<file path="src/rtl/decode_scoreboard.sv">
// Decode-stage register-hazard scoreboard: per-register in-flight writer counters,
// multi-port source hazard checks and multi-port write-back release.
module decode_scoreboard #(
  parameter int NREG = 32,
  parameter int NRD  = 2,
  parameter int NWB  = 2,
  parameter int CW   = 2
) (
  input  logic              clk,
  input  logic              reset,
  input  logic              issue_valid,
  input  logic [NRD*5-1:0]  issue_rs,
  input  logic [NRD-1:0]    issue_rs_used,
  input  logic [4:0]        issue_rd,
  input  logic              issue_rd_en,
  input  logic              ex_stall,
  input  logic [NWB*5-1:0]  wb_rd,
  input  logic [NWB-1:0]    wb_en,
  input  logic              flush,
  output logic              issue_fire,
  output logic              stall,
  output logic [NREG-1:0]   busy,
  output logic              err
);

  localparam int RELW = $clog2(NWB + 1);
  localparam int SW   = ((CW > RELW) ? CW : RELW) + 1;
  localparam logic [CW-1:0] CMAX = '1;

  logic [CW-1:0] r_cnt [NREG];
  logic          r_err;

  logic [SW-1:0] w_rel  [NREG];
  logic [SW-1:0] w_sum  [NREG];
  logic [CW-1:0] w_eff  [NREG];
  logic [CW-1:0] w_next [NREG];
  logic [NREG-1:0] w_under;
  logic          w_raw_haz;
  logic          w_waw_full;
  logic [4:0]    w_rs;

  // Releases this cycle and the occupancy seen by decode once they complete.
  always_comb begin
    for (int i = 0; i < NREG; i++) begin
      w_rel[i] = '0;
      for (int k = 0; k < NWB; k++) begin
        if (i != 0 && wb_en[k] && wb_rd[5*k +: 5] == 5'(i))
          w_rel[i] = w_rel[i] + SW'(1);
      end
      if ({{(SW-CW){1'b0}}, r_cnt[i]} > w_rel[i])
        w_eff[i] = CW'({{(SW-CW){1'b0}}, r_cnt[i]} - w_rel[i]);
      else
        w_eff[i] = '0;
    end
  end

  always_comb begin
    w_raw_haz = 1'b0;
    w_rs      = '0;
    for (int k = 0; k < NRD; k++) begin
      w_rs = issue_rs[5*k +: 5];
      if (issue_rs_used[k] && w_rs != 5'd0 && int'(w_rs) < NREG && w_eff[w_rs] != '0)
        w_raw_haz = 1'b1;
    end
    w_waw_full = issue_rd_en && issue_rd != 5'd0 && int'(issue_rd) < NREG &&
                 w_eff[issue_rd] == CMAX;
  end

  assign stall      = issue_valid & (ex_stall | w_raw_haz | w_waw_full);
  assign issue_fire = issue_valid & ~stall;

  // Net each counter by this cycle's issue and releases; over-release clamps to zero.
  always_comb begin
    w_under = '0;
    for (int i = 0; i < NREG; i++) begin
      w_sum[i] = {{(SW-CW){1'b0}}, r_cnt[i]};
      if (i != 0 && issue_fire && issue_rd_en && issue_rd == 5'(i))
        w_sum[i] = w_sum[i] + SW'(1);
      if (w_rel[i] > w_sum[i]) begin
        w_under[i] = 1'b1;
        w_next[i]  = '0;
      end else begin
        w_next[i]  = CW'(w_sum[i] - w_rel[i]);
      end
    end
  end

  always_ff @(posedge clk or posedge reset) begin
    if (reset) begin
      for (int i = 0; i < NREG; i++) r_cnt[i] <= '0;
      r_err <= 1'b0;
    end else if (flush) begin
      for (int i = 0; i < NREG; i++) r_cnt[i] <= '0;
    end else begin
      r_cnt[0] <= '0;
      for (int i = 1; i < NREG; i++) r_cnt[i] <= w_next[i];
      r_err <= r_err | (|w_under);
    end
  end

  always_comb begin
    for (int i = 0; i < NREG; i++) busy[i] = (i != 0) && (r_cnt[i] != '0);
  end

  assign err = r_err;

endmodule

</file>
<file path="config.mk">
export PLATFORM = sky130hd
export DESIGN_NAME = decode_scoreboard
export DESIGN_NICKNAME = d
export VERILOG_FILES = /design/src/rtl/decode_scoreboard.sv
export SDC_FILE = /design/constraint.sdc
export NUM_CORES = 1
export LEC_CHECK = 0
export CAP_MARGIN = 10
export CORE_MARGIN = 2
export CORE_UTILIZATION = 45
export DETAILED_ROUTE_END_ITERATION = 7
export PLACE_DENSITY_LB_ADDON = 0.12
export SYNTH_ARGS = -nofsm -noshare
export SYNTH_HDL_FRONTEND = slang
export SYNTH_SLANG_ARGS = --single-unit
</file>
<file path="constraint.sdc">
create_clock -name clk -period 9.27 [get_ports clk]
set_input_delay 1.3905 -clock clk [delete_from_list [all_inputs] [get_ports clk]]
set_output_delay 1.3905 -clock clk [all_outputs]
set_load 0.01 [all_outputs]
</file>
## Yosys cells after proc, flatten, opt, wreduce, memory -nomap -nowiden

Cells that the tools add are included.
Widths: inputs -> output; s select.

- Flip-flop bits (word level): 65
- Input bits: 35
- Output and inout port bits: 35

- $add $sub $neg: 124
- Order comparisons: 67
- Equality and inequality tests: 94
- Mux-type cells: 200
- Bitwise logic cells: 9
- Reductions and logical operators: 137

Operators with widths:

| kind | count |
|---|---|
| $eq 5x5->1 const B | 48 |
| $mux 3 | 61 |
| $mux 2 | 70 |
| $sub 2x2->2 | 62 |
| $eq 5x4->1 const B | 24 |
| $logic_and 1x1->1 | 100 |
| $gt 2x3->1 | 32 |
| $add 2x1->3 const B | 31 |
| $add 3x1->3 const B | 30 |
| $gt 3x3->1 | 30 |
| $reduce_bool 2->1 | 33 |
| $mux 1 | 65 |
| $mux 62 | 1 |
| $eq 5x3->1 const B | 12 |
| $reduce_or 32->1 | 1 |
| $bmux 2 s5 | 3 |
| $eq 5x2->1 const B | 6 |
| $ge 6x6->1 const B | 3 |
| $not 5->6 | 3 |
| $eq 5x1->1 const B | 3 |
| $reduce_bool 5->1 | 3 |
| $or 1x1->1 | 3 |
| $add 1x1->2 const B | 1 |
| $and 1x1->1 | 2 |
| 4 further kinds | 4 |

## Longest topological paths before layout

Gate-level depths: netlist (run 1).

- Depth after elaboration: 26
- Depth in mapped cells: 28
- Gate-level depth less buffers: 27

## Least setup slack after synthesis (run 1)

No wires, ideal clock.

- Path type: input to register
- From: in wb_rd[0]
- To: reg r_err (netlist: err)
- Arrival time: 6.211 ns
- Data required time: 9.131 ns
- Slack: 2.920 ns
- Stages on the path: 28
- Buffers on the path: 2
- Cells stage by stage: nand2b_1 clkbuf_1 nor2_1 ha_1 ha_1 inv_1 fa_1 nor2b_1 o211a_1 o31ai_1 a211oi_1 a311oi_1 o21ai_2 nor4_1 buf_2 nand2_1 nor2_2 mux2i_1 ha_1 nor2b_1 o21ai_0 nand2_1 o21ai_0 nand2_1 nand2_1 o2111ai_1 nor4_1 a32oi_1

- Cells in the longest elaborated chain, start to end: 26
- Elaborated cells on any way between the ends: 397
- Classes of those cells: add/sub: 62; order compare: 62; eq/ne: 32; mux: 166; bitwise: 6; reduce/logical: 69

RTL lines:

| element | line | text |
|---|---|---|
| from (decl) | 17 | `input logic [NWB*5-1:0] wb_rd,` |
| $eq 5x5->1 (tied with other cells) | 47 | `if (i != 0 && wb_en[k] && wb_rd[5*k +: 5] == 5'(i))` |
| $logic_and 1x1->1 | 47 |  |
| $mux 1 | 47 |  |
| $add 3x1->3 / $add 1x1->2 (equally long branches) | 48 | `w_rel[i] = w_rel[i] + SW'(1);` |
| $mux 3 / $mux 2 (equally long branches) | 47 |  |
| $gt 2x3->1 / $sub 2x2->2 (equally long branches) | 50, 51 |  |
| $mux 2 | 50 | `if ({{(SW-CW){1'b0}}, r_cnt[i]} > w_rel[i])` |
| $bmux 2 s5 | 62 | `if (issue_rs_used[k] && w_rs != 5'd0 && int'(w_rs) < NREG && w_eff[w_rs] != '0)` |
| [... 9 more ...] | - |  |
| $not 1->1 | 70 | `assign issue_fire = issue_valid & ~stall;` |
| $and 1x1->1 | 70 |  |
| $logic_and 1x1->1 (2 in series) | 77 | `if (i != 0 && issue_fire && issue_rd_en && issue_rd == 5'(i))` |
| $mux 3 | 77 |  |
| $gt 2x3->1 / $gt 3x3->1 (equally long branches) | 79 | `if (w_rel[i] > w_sum[i]) begin` |
| $mux 1 | 79 |  |
| $reduce_or 32->1 (*) | 97 | `r_err <= r_err \| (\|w_under);` |
| $or 1x1->1 (*) | 97 |  |
| to (signal assigned) | 97 |  |
| to (decl) | 31 | `logic r_err;` |

Every way passes the cells marked *; elsewhere a longest branch is shown, timed or not. The select of a mux whose other input is x is not followed.
A chain may end at the register's enable or synchronous reset.

## Worst setup path after layout (run 1)

- From: in wb_en[1]
- To: out issue_fire

- Cells in the longest elaborated chain, start to end: 16
- Elaborated cells on any way between the ends: 177
- Classes of those cells: add/sub: 31; order compare: 31; eq/ne: 1; mux: 73; bitwise: 5; reduce/logical: 36

RTL lines:

| element | line | text |
|---|---|---|
| from (decl) | 18 | `input logic [NWB-1:0] wb_en,` |
| $logic_and 1x1->1 | 47 |  |
| $mux 3 / $mux 2 (equally long branches) | 47 |  |
| $gt 2x3->1 / $sub 2x2->2 (equally long branches) | 50, 51 |  |
| $mux 2 | 50 |  |
| $bmux 2 s5 | 62 |  |
| $mux 2 (implied by the code) (2 in series) | 62 |  |
| $reduce_bool 2->1 | 62 |  |
| $logic_and 1x1->1 | 62 |  |
| $mux 1 (2 in series) | 62 |  |
| $or 1x1->1 | 69 | `assign stall = issue_valid & (ex_stall \| w_raw_haz \| w_waw_full);` |
| $or 1x1->1 (*) | 69 |  |
| $and 1x1->1 (*) | 69 |  |
| $not 1->1 (*) | 70 |  |
| $and 1x1->1 (*) | 70 |  |
| to (decl) | 20 | `output logic issue_fire,` |

Marked as above.

==> results.py, run 1 <==
metrics = {
    "finish": {
        "syn_to_final_growth_pct": 12.1,
        "drive_gt1_share_pct": 4.33,
        "layout.cells.non_filler": 1803,
        "nFillCells": 2356,
        "final_area_mm2": 0.0125,
        "n_antenna_cell": 0,
        "fin_nets": 1789,
    },
    "cts": {
        "cts_hold_buf": 0,
        "cts-root-buf": "clkbuf_16",
        "htreeDepth": 3,
        "clock_path_buffers": 2,
        "numCtsBuffers": 9,
        "cts_tree": "yes",
        "clock-sinks": 63,
        "cts-resized-gates": 0,
        "cts_setup_buffers": 0,
        "clk_pin_slew_ps": 60,
        "worstSkewPairLatency_ps": 350,
    },
    "floorplanning": {
        "ios": 70,
        "core_mm2": 0.0243,
        "initial_core_util_pct": 45.9,
        "rows": 57,
        "die_y_um": 161,
        "die_w_um": 161,
        "dieArea_mm2": 0.0261,
    },
    "setup_path": {
        "critical_path.max_fanout": 23,
        "reg2reg_from": "r_cnt[40]$_DFF_PP0_",
        "crit_required_ps": 7880,
        "path_class": "primary input to output port",
        "startpoint_type": "primary input",
        "arrival_ps": 6640,
        "r2r_cells": 23,
        "cp-end-kind": "output port",
        "critPathLaunch": "wb_en[1]",
    },
    "synth": {
        "ys_seq_area_share_pct": 14.1,
        "synth_most_common_cell": "inv_1",
        "ys.flop_type": "dfrtp_1",
        "syn-num-nets": 1732,
        "synth.area.top_cells": "ha_1 (28%), dfrtp_1 (14%), inv_1 (8.6%)",
        "postSynthCellCount": 1418,
        "synth_top_area_share_pct": 27.8,
        "ys_async_sr_fraction_pct": 100,
        "synth_cell_types": 69,
        "synth_common_cells": "inv_1 (255), ha_1 (248), nor2_1 (132)",
        "synth_top_area_cell": "ha_1",
        "synth_area_per_cell_um2": 7.87,
        "synth_edf_count": 0,
        "yosys_warnings": 0,
        "netlist_area_mm2": 0.0112,
        "ys_seq_elements": 63,
    },
    "routing": {
        "vias_per_cell": 5.71,
        "first_iter_violations": 710,
        "routed_wl_mm": 38.0,
        "dr.max_layer_used": "met4",
        "first_pass_iters": 5,
        "wl_met1_mm": 16.9,
        "num_vias": 10287,
        "wl_met2_mm": 16.4,
        "avgRoutedWirePerCell_um": 21.1,
        "ant_nets": 0,
        "met3_length_mm": 3.09,
        "drcViolationCount": 0,
    },
    "timing": {
        "grt_setup_unrepaired": "no",
        "fin_crit_sh_pct": 86.6,
        "hold_viol_final": 0,
        "fmax_ghz": 0.125,
        "tns_ps": 0,
        "period_needed_ps": 8030,
        "relSlewSlack_pct": 21.8,
        "skew_ps": 5.35,
        "max_slew.worst_pin.slew_ps": 1170,
        "slew_violations": 0,
        "finalSetupViolations": 0,
    },
    "placement": {
        "hpwlAfterDp_mm": 29.9,
        "dp_cells": 1788,
        "placed_cell_area_mm2": 0.0122,
        "place_congestion": 1.01,
        "port_buffers": 68,
    },
    "status": {
        "outcome": "completed",
    },
    "global_route": {
        "track_usage_pct": 29.6,
        "grt_pass1_wl_mm": 58.2,
        "grt_overflow_total": 0,
        "grt_pass1_vias": 9959,
        "antenna_found_initial": 0,
        "grt_max_degree": 64,
    },
    "min_path": {
        "hp-start": "err$_DFFE_PP0N_",
        "hold_path.class": "flip-flop to flip-flop",
        "whs_path_depth": 2,
    },
    "power_and_ir_drop": {
        "power_density_mw_per_mm2": 78.9,
        "ir_worst_vdd_mv": 0.0672,
        "leakage_nw": 5.59,
    },
    "flow_run": {
        "maxCapViolations": 0,
    },
}
==> final cells by class <==
class                      count  area [µm²]  share of cell area (%)
timing repair buffer          88         826                    6.60
clock buffer                  11         243                    1.94
clock inverter                 4        70.1                   0.560
inverter                     257         965                    7.71
tap                          324         405                    3.24
sequential                    63        1580                    12.6
multi-input combinational   1056        8420                    67.3
==> worst paths after layout <==
kind | to | slack [ps]
min | err$_DFFE_PP0N_ | 610
max reg2reg | err$_DFFE_PP0N_ | 3550
min in group asynchronous | r_cnt[18]$_DFF_PP0_ | 1630
max in group asynchronous | r_cnt[58]$_DFF_PP0_ | 7050
max | issue_fire | 1240
min reg2reg | err$_DFFE_PP0N_ | 610
==> where the power goes <==
part	total [mW]	internal, mW	switching (mW)
combinational	0.311	0.112	0.198
clock	0.385	0.241	0.144
sequential	0.291	0.282	0.00909
total	0.987	0.635	0.351
==> state kept, by name, summed over array words and instances, names as in the netlist <==
name   count
err        1
r_cnt     62
==> worst max-delay path, cell delays in order <==
cell,delay [ps]
clkdlybuf4s50_1,560
nor2b_1,260
nand3_1,330
nor2_1,250
ha_1,300
ha_1,190
inv_1,60
fa_1,420
nor2b_1,140
o21ai_0,400
o2111a_1,230
a211oi_1,70
a311oi_1,310
o21ai_2,180
buf_4,290
nor3_1,510
and2_1,200
clkdlybuf4s50_1,530
==> metal layers <==
layer / GRT usage (%) / vias up
met4: 12.5 / 0
met1: 40.2 / 4882
met3: 5.37 / 96
met2: 46.1 / 434
met5: 0 / -
li1: - / 4875
==> through the flow <==
| stage | setup slack (ps) | hold WS (ps) | util [%] | power [mW] |
|---|---|---|---|---|
| floorplan | 2920 | 550 | - | 0.473 |
| global placement | 1060 | 587 | 50.2 | 0.598 |
| detailed placement | 1050 | 588 | 50.2 | 0.598 |
| CTS | 1360 | 598 | 51.4 | 0.988 |
| global route | 940 | 622 | 51.4 | 1.03 |
| finish | 1240 | 611 | 51.4 | 0.987 |
==> cell usage in the layout, fill, tap and decap left out, types with 12 or more instances in the layout <==
cell	synthesis	layout
mux2i_1	16	16
xnor2_1	41	41
nor3_1	46	46
nand3_1	23	23
buf_4	6	20
a211oi_1	23	23
nand2_1	74	74
nor2b_1	29	29
nor2_1	132	131
nand4_1	16	16
clkdlybuf4s50_1	0	67
inv_1	255	254
xor2_1	31	31
o21ai_0	33	33
dfrtp_1	63	63
o31a_1	12	12
o31ai_1	15	15
nand2b_1	39	39
ha_1	248	248
and3_1	18	18
fa_1	31	31
a21oi_1	74	74
==> kinds of logic after synthesis <==
family / Yosys count / synth area share [%]
other cells: 1 / 0.0336
xor+xnor: 72 / 5.65
flops: 63 / 14.1
compound gates: 251 / 15.2
fa+ha+maj: 279 / 33.4
mux: 17 / 1.64
simple gates: 436 / 19.5
buf+inv: 299 / 10.5
Power figures use the tool's default switching activity.
==> run 2: changes to the inputs <==
DONT_BUFFER_PORTS = 1   (was default)
==> results.py, run 2 (synthesized netlist as in run 1, its figures left out) <==
metrics = {
    "timing": {
        "fin_crit_sh_pct": 83.8,
        "whs_ps": 672,
        "hold_viol_final": 0,
        "tns_ps": 0,
        "fmax_ghz": 0.129,
        "slew_violations": 0,
        "period_needed_ps": 7770,
        "worst_slack_ps": 1500,
        "relSlewSlack_pct": 36.7,
        "finalSetupViolations": 0,
        "grt_setup_unrepaired": "no",
        "skew_ps": 8.57,
        "max_slew.worst_pin.slew_ps": 949,
    },
    "floorplanning": {
        "rows": 57,
        "die_y_um": 161,
        "ios": 70,
        "dieArea_mm2": 0.0261,
        "die_w_um": 161,
        "initial_core_util_pct": 45.9,
        "core_mm2": 0.0243,
    },
    "finish": {
        "syn_to_final_growth_pct": 5.65,
        "n_antenna_cell": 0,
        "final_cell_mix": "inv_1 (254), ha_1 (248), nor2_1 (132)",
        "layout_commonest_cell": "inv_1",
        "multi_input_area_mm2": 0.00842,
        "regArea_mm2": 0.00158,
        "largest_reg_flops": 62,
        "nFillCells": 2450,
        "final_area_mm2": 0.0118,
        "top_register": "r_cnt",
        "layout.cells.non_filler": 1729,
        "drive_gt1_share_pct": 3.99,
        "fin_nets": 1714,
        "postLayoutCoreUtil_pct": 48.5,
    },
    "placement": {
        "dp_cells": 1713,
        "placed_cell_area_mm2": 0.0115,
        "place_congestion": 1.02,
        "hpwlAfterDp_mm": 30.3,
        "port_buffers": 0,
        "dp_slack_ps": 1400,
    },
    "global_route": {
        "grt_pass1_vias": 9811,
        "grt_max_degree": 64,
        "grt_overflow_total": 0,
        "track_usage_pct": 29.9,
        "antenna_found_initial": 2,
        "grt_pass1_wl_mm": 58.7,
    },
    "routing": {
        "vias_per_cell": 5.80,
        "first_pass_iters": 6,
        "avgRoutedWirePerCell_um": 22.4,
        "num_vias": 10032,
        "routed_wl_mm": 38.7,
        "first_iter_violations": 929,
        "drcViolationCount": 0,
        "ant_nets": 0,
    },
    "power_and_ir_drop": {
        "ir_worst_vdd_mv": 0.0661,
        "p_seq_share_pct": 31.1,
        "totalPowerFinal_uw": 937,
        "leakage_nw": 5.31,
        "intPower_uw": 610,
        "power_density_mw_per_mm2": 79.4,
        "switching_share_pct": 34.9,
        "pwr-share-comb_pct": 26.9,
        "pwr-share-clk_pct": 42.0,
        "switching_power_uw": 327,
    },
    "setup_path": {
        "arrival_ps": 7960,
        "path_class": "primary input to flip-flop",
        "critical_path.max_fanout": 12,
        "critPathLaunch": "wb_en[1]",
        "crit_required_ps": 9470,
        "startpoint_type": "primary input",
        "cp-end-kind": "flip-flop",
        "reg2reg_from": "r_cnt[32]$_DFF_PP0_",
    },
    "min_path": {
        "hp-start": "err$_DFFE_PP0N_",
        "hold_path.class": "flip-flop to flip-flop",
    },
    "cts": {
        "htreeDepth": 3,
        "clk_pin_slew_ps": 60,
        "cts_tree": "yes",
        "clock_path_buffers": 2,
        "numCtsBuffers": 9,
        "worstSkewPairLatency_ps": 350,
        "clock-sinks": 63,
        "cts_setup_buffers": 0,
        "cts-resized-gates": 0,
        "cts_hold_buf": 0,
        "cts-root-buf": "clkbuf_16",
    },
    "status": {
        "outcome": "completed",
    },
    "flow_run": {
        "maxCapViolations": 0,
    },
}
==> run 2: critical path, cell delays in order <==
cell	delay, ps
nor2b_1	250
nand3_1	360
nor2_1	210
ha_1	320
ha_1	210
inv_1	70
fa_1	430
nor2b_1	140
o21ai_0	370
o21a_1	160
a31oi_1	110
a311oi_1	350
o21ai_2	250
nor4_2	320
buf_4	250
nand2_1	190
nor2_1	500
mux2i_1	270
ha_1	290
a21oi_1	160
a21oi_1	60
o31a_1	180
or4_1	530
nor4_1	400
a32oi_1	180
==> run 2: area by class of cell <==
cell class / count / share of cell area [%]
multi-input cells: 1056 / 71.4
clock buffers: 11 / 2.06
clock inverters: 5 / 0.690
flip-flops and latches: 63 / 13.4
well taps: 324 / 3.44
repair buffers: 13 / 0.828
inverters: 257 / 8.18
==> run 2: final timing paths <==
| check | cells past startpoint | slack, ps | endpoint |
|---|---|---|---|
| max | 25 | 1500 | err$_DFFE_PP0N_ |
| min | 2 | 670 | err$_DFFE_PP0N_ |
| max reg2reg | 22 | 3200 | err$_DFFE_PP0N_ |
| min reg2reg | 2 | 670 | err$_DFFE_PP0N_ |
| max in group asynchronous | 2 | 7430 | r_cnt[58]$_DFF_PP0_ |
| min in group asynchronous | 2 | 1210 | r_cnt[22]$_DFF_PP0_ |
==> run 2: routing by layer <==
metal	routed length [µm]	up-vias	global-route usage, %
met5	0	-	0
met4	1630	0	12.3
met3	3870	93	7.65
met2	16500	453	45.6
met1	16700	4750	40.3
li1	-	4736	-
==> run 2: power groups by stage <==
stage          combinational (mW)  sequential [mW]  clock, mW
6_report                    0.252            0.291      0.394
5_1_grt                     0.274            0.292      0.409
4_1_cts                     0.247            0.291      0.399
3_5_place_dp                0.245            0.296          0
3_3_place_gp                0.245            0.296          0
2_1_floorplan               0.179            0.294          0
